===== src/rtl/axiom_apb_pkg.sv =====
`default_nettype none
// ============================================================================
// Module      : axiom_apb_pkg
// Description : Shared types and constants for the APB4 master:
//               FSM state enum, pprot bit positions and the response record.
// Ports       : none (package)
// Revision    : 1.0 - initial release
// ============================================================================
package axiom_apb_pkg;

    typedef enum logic [1:0] {
        IDLE   = 2'd0,
        SETUP  = 2'd1,
        ACCESS = 2'd2,
        RESP   = 2'd3
    } apb_master_state_e;

    // Bit positions inside pprot
    localparam int PROT_PRIV   = 0;
    localparam int PROT_NONSEC = 1;
    localparam int PROT_INSTR  = 2;

    // Widest supported data bus; narrower buses use the low bits of rdata.
    localparam int APB_MAX_DATA_WIDTH = 32;

    typedef struct packed {
        logic [APB_MAX_DATA_WIDTH-1:0] rdata;
        logic                          err;
        logic                          timeout;
    } apb_rsp_t;

endpackage
`default_nettype wire


===== src/rtl/axiom_apb_watchdog.sv =====
`default_nettype none
// ============================================================================
// Module      : axiom_apb_watchdog
// Description : Stall counter for the APB ACCESS phase. Counts cycles in which
//               the slave holds pready low and flags the cycle in which the
//               TIMEOUT_CYCLES-th consecutive stall occurs.
// Ports       : pclk_i    - bus clock
//               presetn_i - asynchronous active-low reset
//               clear_i   - restart count (transfer SETUP phase)
//               enable_i  - stalled ACCESS cycle (count it)
//               expire_o  - this stalled cycle is the last one allowed
// Revision    : 1.0 - initial release
// ============================================================================
module axiom_apb_watchdog #(
    parameter int TIMEOUT_CYCLES = 256
) (
    input  logic pclk_i,
    input  logic presetn_i,
    input  logic clear_i,
    input  logic enable_i,
    output logic expire_o
);

    generate
        if (TIMEOUT_CYCLES > 0) begin : g_wdog
            localparam int CNT_W = $clog2(TIMEOUT_CYCLES + 1);

            logic [CNT_W-1:0] cnt_q;
            logic [CNT_W-1:0] cnt_d;

            always_comb begin
                cnt_d = cnt_q;
                if (clear_i) begin
                    cnt_d = '0;
                end else if (enable_i) begin
                    cnt_d = cnt_q + 1'b1;
                end
            end

            always_ff @(posedge pclk_i or negedge presetn_i) begin
                if (!presetn_i) begin
                    cnt_q <= '0;
                end else begin
                    cnt_q <= cnt_d;
                end
            end

            // cnt_q holds the stalls already completed, so the current stall
            // is number cnt_q+1; abort when that reaches the limit.
            assign expire_o = enable_i && (cnt_q == CNT_W'(TIMEOUT_CYCLES - 1));
        end else begin : g_no_wdog
            logic w_unused;
            assign w_unused = ^{pclk_i, presetn_i, clear_i, enable_i};
            assign expire_o = 1'b0;
        end
    endgenerate

endmodule
`default_nettype wire


===== src/rtl/axiom_apb_master.sv =====
`default_nettype none
// ============================================================================
// Module      : axiom_apb_master
// Description : Converts a valid/ready request channel into single APB4
//               SETUP/ACCESS transfers (one outstanding) and returns read
//               data / error status on a valid/ready response channel.
//               Optional watchdog aborts transfers the slave stalls.
// Ports       : pclk, presetn                      - clock, async low reset
//               req_valid/ready/addr/write/wdata/strb/prot - request channel
//               rsp_valid/ready/rdata/err/timeout  - response channel
//               psel/penable/pwrite/paddr/pwdata/pwstrb/pprot - APB outputs
//               prdata/pslverr/pready              - APB slave returns
// Revision    : 1.0 - initial release
// ============================================================================
module axiom_apb_master
    import axiom_apb_pkg::*;
#(
    parameter int ADDR_WIDTH     = 32,
    parameter int DATA_WIDTH     = 32,
    parameter int TIMEOUT_CYCLES = 256
) (
    input  logic                      pclk,
    input  logic                      presetn,
    // request channel
    input  logic                      req_valid,
    output logic                      req_ready,
    input  logic [ADDR_WIDTH-1:0]     req_addr,
    input  logic                      req_write,
    input  logic [DATA_WIDTH-1:0]     req_wdata,
    input  logic [DATA_WIDTH/8-1:0]   req_strb,
    input  logic [2:0]                req_prot,
    // response channel
    output logic                      rsp_valid,
    input  logic                      rsp_ready,
    output logic [DATA_WIDTH-1:0]     rsp_rdata,
    output logic                      rsp_err,
    output logic                      rsp_timeout,
    // APB
    output logic                      psel,
    output logic                      penable,
    output logic                      pwrite,
    output logic [ADDR_WIDTH-1:0]     paddr,
    output logic [DATA_WIDTH-1:0]     pwdata,
    output logic [DATA_WIDTH/8-1:0]   pwstrb,
    output logic [2:0]                pprot,
    input  logic [DATA_WIDTH-1:0]     prdata,
    input  logic                      pslverr,
    input  logic                      pready
);

    localparam int STRB_WIDTH = DATA_WIDTH / 8;

    apb_master_state_e state_q;
    apb_master_state_e state_d;
    logic              req_ready_q;

    logic [ADDR_WIDTH-1:0] paddr_q;
    logic                  pwrite_q;
    logic [DATA_WIDTH-1:0] pwdata_q;
    logic [STRB_WIDTH-1:0] pwstrb_q;
    logic [2:0]            pprot_q;

    apb_rsp_t rsp_q;
    apb_rsp_t rsp_d;

    logic w_req_fire;
    logic w_xfer_done;
    logic w_wdog_expire;
    logic w_psel;
    logic w_penable;
    logic w_rsp_valid;

    assign w_req_fire  = (state_q == IDLE) && req_valid && req_ready_q;
    // pslverr/prdata only qualify when psel & penable & pready
    assign w_xfer_done = (state_q == ACCESS) && pready;

    axiom_apb_watchdog #(
        .TIMEOUT_CYCLES (TIMEOUT_CYCLES)
    ) u_watchdog (
        .pclk_i    (pclk),
        .presetn_i (presetn),
        .clear_i   (state_q == SETUP),
        .enable_i  ((state_q == ACCESS) && !pready),
        .expire_o  (w_wdog_expire)
    );

    // ------------------------------------------------------------------
    // FSM: state register. req_ready is a registered decode of the next
    // state, so it is low out of reset and rises on the first clock edge.
    // ------------------------------------------------------------------
    always_ff @(posedge pclk or negedge presetn) begin
        if (!presetn) begin
            state_q     <= IDLE;
            req_ready_q <= 1'b0;
        end else begin
            state_q     <= state_d;
            req_ready_q <= (state_d == IDLE);
        end
    end

    // FSM: next-state logic
    always_comb begin
        state_d = state_q;
        case (state_q)
            IDLE:    if (w_req_fire)                 state_d = SETUP;
            SETUP:                                   state_d = ACCESS;
            ACCESS:  if (pready || w_wdog_expire)    state_d = RESP;
            RESP:    if (rsp_ready)                  state_d = IDLE;
            default:                                 state_d = IDLE;
        endcase
    end

    // FSM: outputs decoded from the state register
    always_comb begin
        w_psel      = 1'b0;
        w_penable   = 1'b0;
        w_rsp_valid = 1'b0;
        case (state_q)
            SETUP:  w_psel = 1'b1;
            ACCESS: begin
                w_psel    = 1'b1;
                w_penable = 1'b1;
            end
            RESP:   w_rsp_valid = 1'b1;
            default: ;
        endcase
    end

    // Response capture: slave completion wins over a same-cycle expiry
    // because expiry is only raised while pready is low.
    always_comb begin
        rsp_d = rsp_q;
        if (w_xfer_done) begin
            rsp_d.rdata   = '0;
            if (!pwrite_q) begin
                rsp_d.rdata[DATA_WIDTH-1:0] = prdata;
            end
            rsp_d.err     = pslverr;
            rsp_d.timeout = 1'b0;
        end else if (w_wdog_expire) begin
            rsp_d.rdata   = '0;
            rsp_d.err     = 1'b1;
            rsp_d.timeout = 1'b1;
        end
    end

    // Transfer attributes latched on request acceptance and held for the
    // whole transfer. Reads drive zero write data and strobes.
    always_ff @(posedge pclk or negedge presetn) begin
        if (!presetn) begin
            paddr_q  <= '0;
            pwrite_q <= 1'b0;
            pwdata_q <= '0;
            pwstrb_q <= '0;
            pprot_q  <= '0;
            rsp_q    <= '0;
        end else begin
            if (w_req_fire) begin
                paddr_q  <= req_addr;
                pwrite_q <= req_write;
                pwdata_q <= req_write ? req_wdata : '0;
                pwstrb_q <= req_write ? req_strb  : '0;
                pprot_q  <= req_prot;
            end
            rsp_q <= rsp_d;
        end
    end

    assign req_ready   = req_ready_q;
    assign psel        = w_psel;
    assign penable     = w_penable;
    assign pwrite      = pwrite_q;
    assign paddr       = paddr_q;
    assign pwdata      = pwdata_q;
    assign pwstrb      = pwstrb_q;
    assign pprot       = pprot_q;
    assign rsp_valid   = w_rsp_valid;
    assign rsp_rdata   = rsp_q.rdata[DATA_WIDTH-1:0];
    assign rsp_err     = rsp_q.err;
    assign rsp_timeout = rsp_q.timeout;

endmodule
`default_nettype wire

===== config.mk =====
export PLATFORM = sky130hd
export DESIGN_NAME = axiom_apb_master
export DESIGN_NICKNAME = d
export VERILOG_FILES = /design/src/rtl/axiom_apb_pkg.sv /design/src/rtl/axiom_apb_watchdog.sv /design/src/rtl/axiom_apb_master.sv
export SDC_FILE = /design/constraint.sdc
export NUM_CORES = 1
export LEC_CHECK = 0
export ABC_AREA = 1
export BUFFER_PORTS_ARGS = -buffer_cell sky130_fd_sc_hd__buf_4
export CAP_MARGIN = 25
export CORE_ASPECT_RATIO = 1.5
export CORE_MARGIN = 2
export CORE_UTILIZATION = 50
export CTS_CLUSTER_DIAMETER = 80
export DETAILED_ROUTE_END_ITERATION = 10
export PLACE_DENSITY_LB_ADDON = 0.05
export RECOVER_POWER = 50
export SLEW_MARGIN = 10
export SYNTH_ARGS = -nofsm -noshare
export SYNTH_HDL_FRONTEND = slang
export SYNTH_SLANG_ARGS = --single-unit
export TNS_END_PERCENT = 30

===== constraint.sdc =====
create_clock -name pclk -period 4.6 [get_ports pclk]
set_clock_uncertainty 0.1 [all_clocks]
set_input_delay 0.92 -clock pclk [delete_from_list [all_inputs] [get_ports pclk]]
set_output_delay 0.92 -clock pclk [all_outputs]
set_load 0.005 [all_outputs]

Yosys cells after proc, flatten, opt, wreduce, memory -nomap -nowiden
Index checks and enable logic that the tools add are counted.
W data, S select, Z words.
Word-level totals
  output and inout bits: 110
  memories kept: 0
  flip-flop bits (word level): 118
  input bits: 110
  bits in writable memories: 0
  latch bits: 0
  ROM bits: 0
Cells by class
  multiply operators: 0
  reductions and logical operators: 12
  bitwise operators: 0
  magnitude comparators: 0
  div/mod/pow operators: 0
  multiplexer cells: 14
  add/sub/neg operators: 1
  shift-type cells: 0
  equal/unequal tests: 4
Operators with widths (count)
  $mux W34: 2
  $mux W32: 2
  $mux W9: 2
  $add A9 B1 Y9 const B: 1
  $eq A9 B8 Y1 const B: 1
  $pmux W2 S4: 1
  $mux W2: 3
  $logic_and A1 B1 Y1: 5
  $eq A2 B2 Y1 const B: 2
  $logic_not A2 Y1: 2
  $mux W4: 1
  $reduce_bool A2 Y1: 2
  $mux W1: 3
  $eq A2 B1 Y1 const B: 1
  $reduce_or A2 Y1: 1
  $logic_not A1 Y1: 1
  $logic_or A1 B1 Y1: 1

Logic depth before layout (Yosys ltp)
Gate-level depths: netlist of run 1.
  depth in word-level cells: 7
  depth in mapped cells: 9
  depth with buffers taken out: 9

Cells and area by module
From an unflattened synthesis of run 1, not the netlist that was laid out.
Second synthesis, totals
  cell total of the unflattened synthesis: 550
  area, all modules: 4823.4 sq um
Modules (own cells, without submodules)
  axiom_apb_master: area each 4321.6 sq um, cells an instance 482, instances 1
  axiom_apb_watchdog: area each 501.7 sq um, cells an instance 68, instances 1

Least setup slack after synthesis of run 1
No wires, ideal clock.
  path type: reg-to-output
  start point: register state_q[0]
  end point: output port psel
  arrival: 769 ps
  path slack: 2811 ps
  buffers on the path: 0
  cell stages (with the launch flop): 3
  required time: 3580 ps
  cells stage by stage: dfrtp_1 inv_1 ha_1
Between the ends
  longest elaborated chain between the ends: 3
Ends and longest elaborated chain
  from (decl): RTL line axiom_apb_master.sv:53  | apb_master_state_e state_q;
  from (signal assigned): RTL line axiom_apb_master.sv:96  | state_q <= state_d;
  $eq A2 B2 Y1 or $eq A2 B1 Y1 (tied branches): RTL line axiom_apb_master.sv:118  | case (state_q)
  $reduce_or A2 Y1 (no source line) (*)
  $mux W1 (*): RTL line axiom_apb_master.sv:118
  to (decl): RTL line axiom_apb_master.sv:39  | output logic psel,
Every way passes the cells marked *; elsewhere a longest branch is shown, timed or not.

==> results of run 1 <==
## registers in the layout, indices dropped and copies added, names as in the netlist
name	flops
paddr	32
pwdata	32
req_ready	1
state_q	2
pprot	3
rsp_timeout	1
u_watchdog.g_wdog.cnt_q	9
rsp_err	1
pwstrb	4
rsp_rdata	32
pwrite	1
## power breakdown
part	switching (mW)	internal [mW]	leakage (nW)
Combinational	0.740	0.773	2.09
Clock	0.429	0.945	0.307
Sequential	0.265	1.47	1.53
## worst reg2reg max path, cell delays in order (launching register included)
cell and delay [ns]:
dfrtp_1 0.42, ha_1 0.22, nand3_1 0.10, nor3_1 0.07, ha_1 0.21, o21ai_2 0.11, clkbuf_1 1.01, nand2_1 0.15
nand2_1 0.12
## cell type report
class | instances | area (sq um) | share of cell area, %
inverter | 19 | 71.3 | 1.01
tap | 112 | 140 | 1.97
clock inverter | 9 | 148 | 2.08
timing repair buffer | 224 | 1670 | 23.5
multi-input combinational | 382 | 1640 | 23.1
sequential | 118 | 2950 | 41.6
clock buffer | 23 | 478 | 6.74
## path summary, 6_finish.rpt
check,start,endpoint
max,presetn,pprot[1]
min,rsp_rdata[25],rsp_rdata[25]
max reg2reg,u_watchdog.g_wdog.cnt_q[1],rsp_rdata[15]
min reg2reg,rsp_rdata[25],rsp_rdata[25]
max in group pclk,u_watchdog.g_wdog.cnt_q[1],rsp_rdata[15]
min in group asynchronous,presetn,rsp_rdata[29]
## routing by layer
metal	vias to the layer above	track usage (%)	routed length, microns
li1	2156	-	-
met3	29	8.95	964
met2	182	43.3	6750
met5	-	0	0
met4	0	11.7	382
met1	2079	28.2	4630
## synth_stat cells
master	n	area [sq um]
inv_2	1	3.75
a21oi_1	4	20.0
buf_4	2	15.0
nand4_1	2	12.5
nor2_1	14	52.6
o21ai_0	44	220
nor3_1	1	5.00
nand2_1	261	980
inv_1	18	67.6
o22ai_1	1	6.26
buf_1	3	11.3
nand3_1	45	225
nand3_2	1	10.0
buf_6	2	22.5
o21ai_2	1	8.76
dfrtp_1	118	2950
buf_2	10	50.1
clkbuf_1	12	45.0
ha_1	7	87.6
nor2_2	1	6.26
## logic make-up (layout without fill, tap and decap cells)
kind of cell / Yosys count / in the layout / synth area share, %
adders and majority gates: 7 / 7 / 1.82
AOI/OAI and AO/OA: 50 / 50 / 5.32
buffers and inverters: 48 / 275 / 4.48
and+or+nand+nor: 325 / 325 / 26.9
DFF: 118 / 118 / 61.5
## stage by stage
stage / power [mW] / instances / hold WS (ns)
2_1_floorplan: 2.35 / 548 / 0.365
3_3_place_gp: 3.22 / 854 / 0.354
3_5_place_dp: 3.28 / 854 / 0.360
4_1_cts: 4.69 / 886 / 0.373
5_1_grt: 4.94 / 887 / 0.392
6_report: 4.62 / 887 / 0.366
==> summary.txt, run 1 <==
Status
  – Outcome: finished with violations
  – Violated checks: max-capacitance violations, max-slew violations

STA
  – FMAX: 0.375 GHz
  – Slew Limit Fails: 65
  – RSZ-0062 raised after global routing: no
  – Period minus WS final: approximately 2.7 ns
  – Final Hold Fails: 0
  – Period utilization: between 50 and 60%
  – Final WS setup: roughly 1.9 ns
  – Slew @ Worst Pin: around 1.7 ns
  – Setup Viol. Count Final: 0
  – Headroom to the max-slew limit: -11.0%
  – Setup TNS: 0 ns

GRT
  – Pin count of the biggest net entering global routing: 108
  – Global-route wire length before repair: approximately 21 mm
  – Initial antenna violation count: 0
  – Congestion Overflow GR: 0
  – Aggregate global-route resource usage: ~25%
  – Vias in the first global route: 4529

Min path
  – Hold crit path type: reg2reg
  – Cells on Worst Hold Path: 2

Synth
  – Seq/Total Area, Yosys: between 60% and 70%
  – #FFs+latches synth: 118
  – Mapped cell area: 4800 sq um
  – Net Count, Synth: around 670
  – Cell variety after synth: 20
  – Mapped Cells: around 550
  – Syn. warnings: 0
  – Avg Cell Area, Syn: just under 9 sq um

Run
  – Max-cap violations: 2

Finish
  – Layout cell share with drive strength beyond 1: between 30% and 40%
  – Layout area overhead: 47.8%
  – Filler cell count: 680
  – Antenna fix cells: 0
  – Fin util: between 70% and 80%
  – Final Cell Area: between 7000 and 8000 sq um
  – Commonest non-fill, non-tap cell in the layout: nand2_1
  – Commonest non-fill, non-tap cells in the layout: nand2_1, buf_4, dfrtp_1
  – Post-layout nets: 879

Worst setup path
  – Delay-heaviest family, CP: buffers and inverters
  – Critical Path Start Type: input pin
  – Worst path bufs/invs: 2
  – R2r setup slk: around 2 ns
  – Largest stage delay on the critical path: between 1 and 1.5 ns
  – CP endpoint kind: async pin
  – R2R cell count: 8
  – Max stage delay cell, worst path: clkbuf_1
  – Critical path data arrival time: ~2.8 ns
  – WP depth: 2
  – CP Cell Sequence: buf_4 -> clkbuf_1
  – Critical Path RT: ~4.7 ns
  – Worst Path Max Fanout: between 50 and 60
  – Crit Path Class: in2async

Placed design
  – Place WS: between 2 and 2.5 ns
  – Port buffer count: about 220
  – Post-DP HPWL: between 8 and 9 mm
  – Area after DPL: around 6500 sq um
  – Gp weighted congestion: between 0.8 and 0.9

Clocking
  – Root Buffer: clkbuf_16
  – Worst skew pair latency: around 0.40 ns
  – # resized after CTS: 0
  – Post-CTS setup buffers: 0
  – CTS buffer count: 17
  – H-tree depth: 4
  – Clock buffer depth: 2
  – CTS tree: built
  – Clk slew on worst S/H paths: ~0.050 ns
  – CTS Hold Bufs: 0
  – Clk sink count: 118

Floorplanning
  – Die height: 124 microns
  – Placeable Area: 9310 sq um
  – Top Ports: between 200 and 250
  – Die W: between 80 and 90 microns
  – Initial Util: 51.6%
  – Row Count: 43
  – Full die area: 10400 sq um

Power
  – Leak: 3.92 nW
  – Peak supply drop: 0.000426 V
  – PwrDens: about 650 nW/um^2

Detailed routing
  – Routed Antenna Nets: 0
  – Initial DRC Count: about 260
  – Final wirelength: between 10 and 15 mm
  – Drt wl/cell: 14.3 microns
  – Vias per cell: 5.01
  – DR vias: between 4000 and 5000
  – DRC Markers: 0
  – Drt pass-1 iters: 4
Power figures use the tool's default switching activity.
==> inputs of run 2 (changes only) <==
ABC_AREA = 0   (was 1)
CORE_UTILIZATION = 42   (was 50)
clock period = 2.4 ns   (was 4.6 ns; I/O delays follow)
==> run 2 against run 1 <==
  * Highest routed layer unchanged
  * Routed wire length down 3.2%
  * Worst hold slack worse by 0.20 ns
  * Synthesized cell count fell by 17%
  * Area after synthesis down 3.5%
  * Sequential share of layout area is 0.23 points higher
  * Utilization shrank 11 points
  * Sequential cell count did not move
  * Clock power grew 97%
  * Register-to-register slack lost 1.5 ns
  * Largest power group unchanged
  * The run now ends clean
==> summary.txt, run 2 <==
Finish
  – Filler cell count: 933 (+37%)
  – Post-layout nets: 792 (-9.9%)
  – Final Cell Area: 7060 sq um (-0.55%)
  – Commonest non-fill, non-tap cells in the layout: nand2_1, buf_4, dfrtp_1
  – Layout cell share with drive strength beyond 1: 36.8% (+4.6 points)
  – Commonest non-fill, non-tap cell in the layout: nand2_1
  – Antenna fix cells: 0 (unchanged)
  – Layout area overhead: 52.4%

GRT
  – Global-route wire length before repair: 20.5 mm (-0.47%)
  – Pin count of the biggest net entering global routing: 52 (-52%)
  – Aggregate global-route resource usage: 21.5% (-3.7 points)
  – Congestion Overflow GR: 0 (unchanged)
  – Initial antenna violation count: 0 (unchanged)
  – Vias in the first global route: 4185 (-7.6%)

Synth
  – Cell variety after synth: 30 (+50%)
  – Mapped Cells: 455 (-17%)
  – Most common cell in the synthesized netlist: nand2_1
  – Synth top cells by count: nand2_1, dfrtp_1, nand3_1, a22o_1, buf_2
  – Synth top area cells: dfrtp_1, nand2_1, a22o_1
  – Number of synthesized flops with an enable pin: 0 (unchanged)
  – Net Count, Synth: 572 (-14%)
  – Top cell type's share of synthesized area: 63.7% (+2.3 points)
  – Main synth FF type: dfrtp_1
  – #FFs+latches synth: 118 (unchanged)
  – FFs w/ async S/R, synth: 100% (unchanged)
  – Seq/Total Area, Yosys: 63.7% (+2.3 points)
  – Syn. warnings: 0 (unchanged)
  – Synth area leader: dfrtp_1
  – Avg Cell Area, Syn: 10.2 sq um (+16%)
  – Mapped cell area: 4630 sq um (-3.5%)

STA
  – Final Hold Fails: 0 (unchanged)
  – Setup TNS: 0 ns (unchanged)
  – Hold_ws: 0.166 ns (-0.200 ns)
  – Slew @ Worst Pin: 0.957 ns (-0.708 ns)
  – RSZ-0062 raised after global routing: no
  – Setup Viol. Count Final: 0 (unchanged)
  – Period minus WS final: roughly 2.1 ns
  – Period utilization: 89.3%
  – Headroom to the max-slew limit: 36.2% (+47 points)
  – Slew Limit Fails: 0 (-100%)
  – FMAX: between 0.4 and 0.5 GHz

Placed design
  – Gp weighted congestion: 0.791 (-1.6%)
  – Port buffer count: 219 (unchanged)
  – Area after DPL: 6460 sq um (-0.31%)
  – Post-DP HPWL: 8.96 mm (-0.44%)

Worst setup path
  – Critical path data arrival time: 1.56 ns (-1.20 ns)
  – Reg-to-reg endpoint: pwstrb[3]
  – R2r setup slk: 0.49 ns (-1.52 ns)
  – Critical Path Start: state_q[0]
  – Worst Path Max Fanout: 10 (-82%)
  – Critical Path RT: 1.82 ns (-2.88 ns)
  – Crit Path Class: reg2out
  – CP endpoint kind: output port
  – R2R cell count: 6 (-2)
  – Critical Path Start Type: flop
  – R2R Path Start: state_q[0]

Floorplanning
  – Full die area: 11900 sq um (+14%)
  – Die height: 133 microns (+6.9%)
  – Row Count: 47 (+9.3%)
  – Placeable Area: 10900 sq um (+17%)
  – Top Ports: 220 (unchanged)
  – Initial Util: 42.6% (-9.0 points)
  – Die W: 89.7 microns (+6.8%)

Min path
  – Hold EP: paddr[11]
  – Hold crit path type: in2reg
  – HP Start: req_addr[11]
  – Cells on Worst Hold Path: 3 (+1)

Run
  – Max-cap violations: 0 (-2)

Detailed routing
  – DR vias: 4028 (-9.4%)
  – Final wirelength: 12.3 mm (-3.2%)
  – Drt pass-1 iters: 4 (unchanged)
  – Initial DRC Count: 198 (-23%)
  – DRC Markers: 0 (unchanged)
  – Routed Antenna Nets: 0 (unchanged)
  – Vias per cell: 4.82 (-3.8%)
  – Drt wl/cell: 14.8 microns (+2.8%)

Clocking
  – Clock buffer depth: 2 (unchanged)
  – CTS tree: built
  – H-tree depth: 4 (unchanged)
  – Root Buffer: clkbuf_16
  – CTS buffer count: 17 (unchanged)
  – Clk slew on worst S/H paths: 0.06 ns (about the same)
  – # resized after CTS: 0 (unchanged)
  – Clk sink count: 118 (unchanged)
  – Post-CTS setup buffers: 0 (unchanged)
  – CTS Hold Bufs: 1 (+1)
  – Worst skew pair latency: 0.40 ns (about the same)

Power
  – Leak: 3.81 nW (-2.7%)
  – Peak supply drop: 0.000765 V (+80%)
  – Final Power: 8.91 mW (+93%)
  – PwrDens: 1260 nW/um^2 (+94%)

Status
  – Outcome: finished, final reports clean
run 2: metal layers:
metal	vias to the layer above	part of all wire (%)	track usage [%]	wire [microns]
met2	161	51	35.9	6280
met4	0	3.4	10.4	421
met3	28	7.4	7.29	917
met5	-	0	0	0
met1	1895	38	24.9	4700
li1	1944	-	-	-
run 2: power breakdown:
group          total (mW)  switching, mW  internal, mW
Sequential           3.28          0.455          2.82
Clock                2.70          0.883          1.82
Combinational        2.93           1.34          1.58
Total                8.91           2.68          6.23
run 2: kinds of logic (layout without fill, tap and decap cells):
group                      after synthesis  after routing  synth area share, %
and+or+nand+nor                        242            242                 22.0
DFF                                    118            118                 63.7
AOI/OAI and AO/OA                       52             52                 8.64
buffers and inverters                   33            266                 3.13
adders and majority gates                7              7                 1.89
xor gates and xnor gates                 2              2                0.378
muxes                                    1              1                0.216
run 2: layout make-up:
class / count / area [sq um] / share of cell area (%)
clock buffers: 21 / 470 / 6.67
clock inverters: 11 / 173 / 2.45
inverters: 6 / 22.5 / 0.319
multi-input cells: 304 / 1550 / 21.9
flip-flops and latches: 118 / 2950 / 41.8
well taps: 147 / 184 / 2.61
repair buffers: 228 / 1710 / 24.2
run 2: through the flow:
stage                     std cells  util (%)  setup WS (ns)
after global routing            835      64.9         0.0931
after CTS                       835      65.4          0.248
final                           835      64.9          0.256
after floorplan                 455         -          0.675
after detailed placement        802      59.4          0.499
after global placement          802      59.4          0.567
run 2: worst max path at each step:
stage | endpoint | slack, ns | cells past startpoint
CTS | penable | 0.25 | 3
global route | u_watchdog.g_wdog.cnt_q[2] | 0.09 | 3
detailed placement | pwstrb[3] | 0.50 | 6
finish | penable | 0.26 | 3
floorplan | rsp_rdata[10] | 0.68 | 7
global placement | pwdata[3] | 0.57 | 6
run 2: critical path: stages, from the launching register on:
cell and delay, ns:
dfrtp_1 0.41, inv_1 0.13, ha_1 0.43, buf_4 0.20
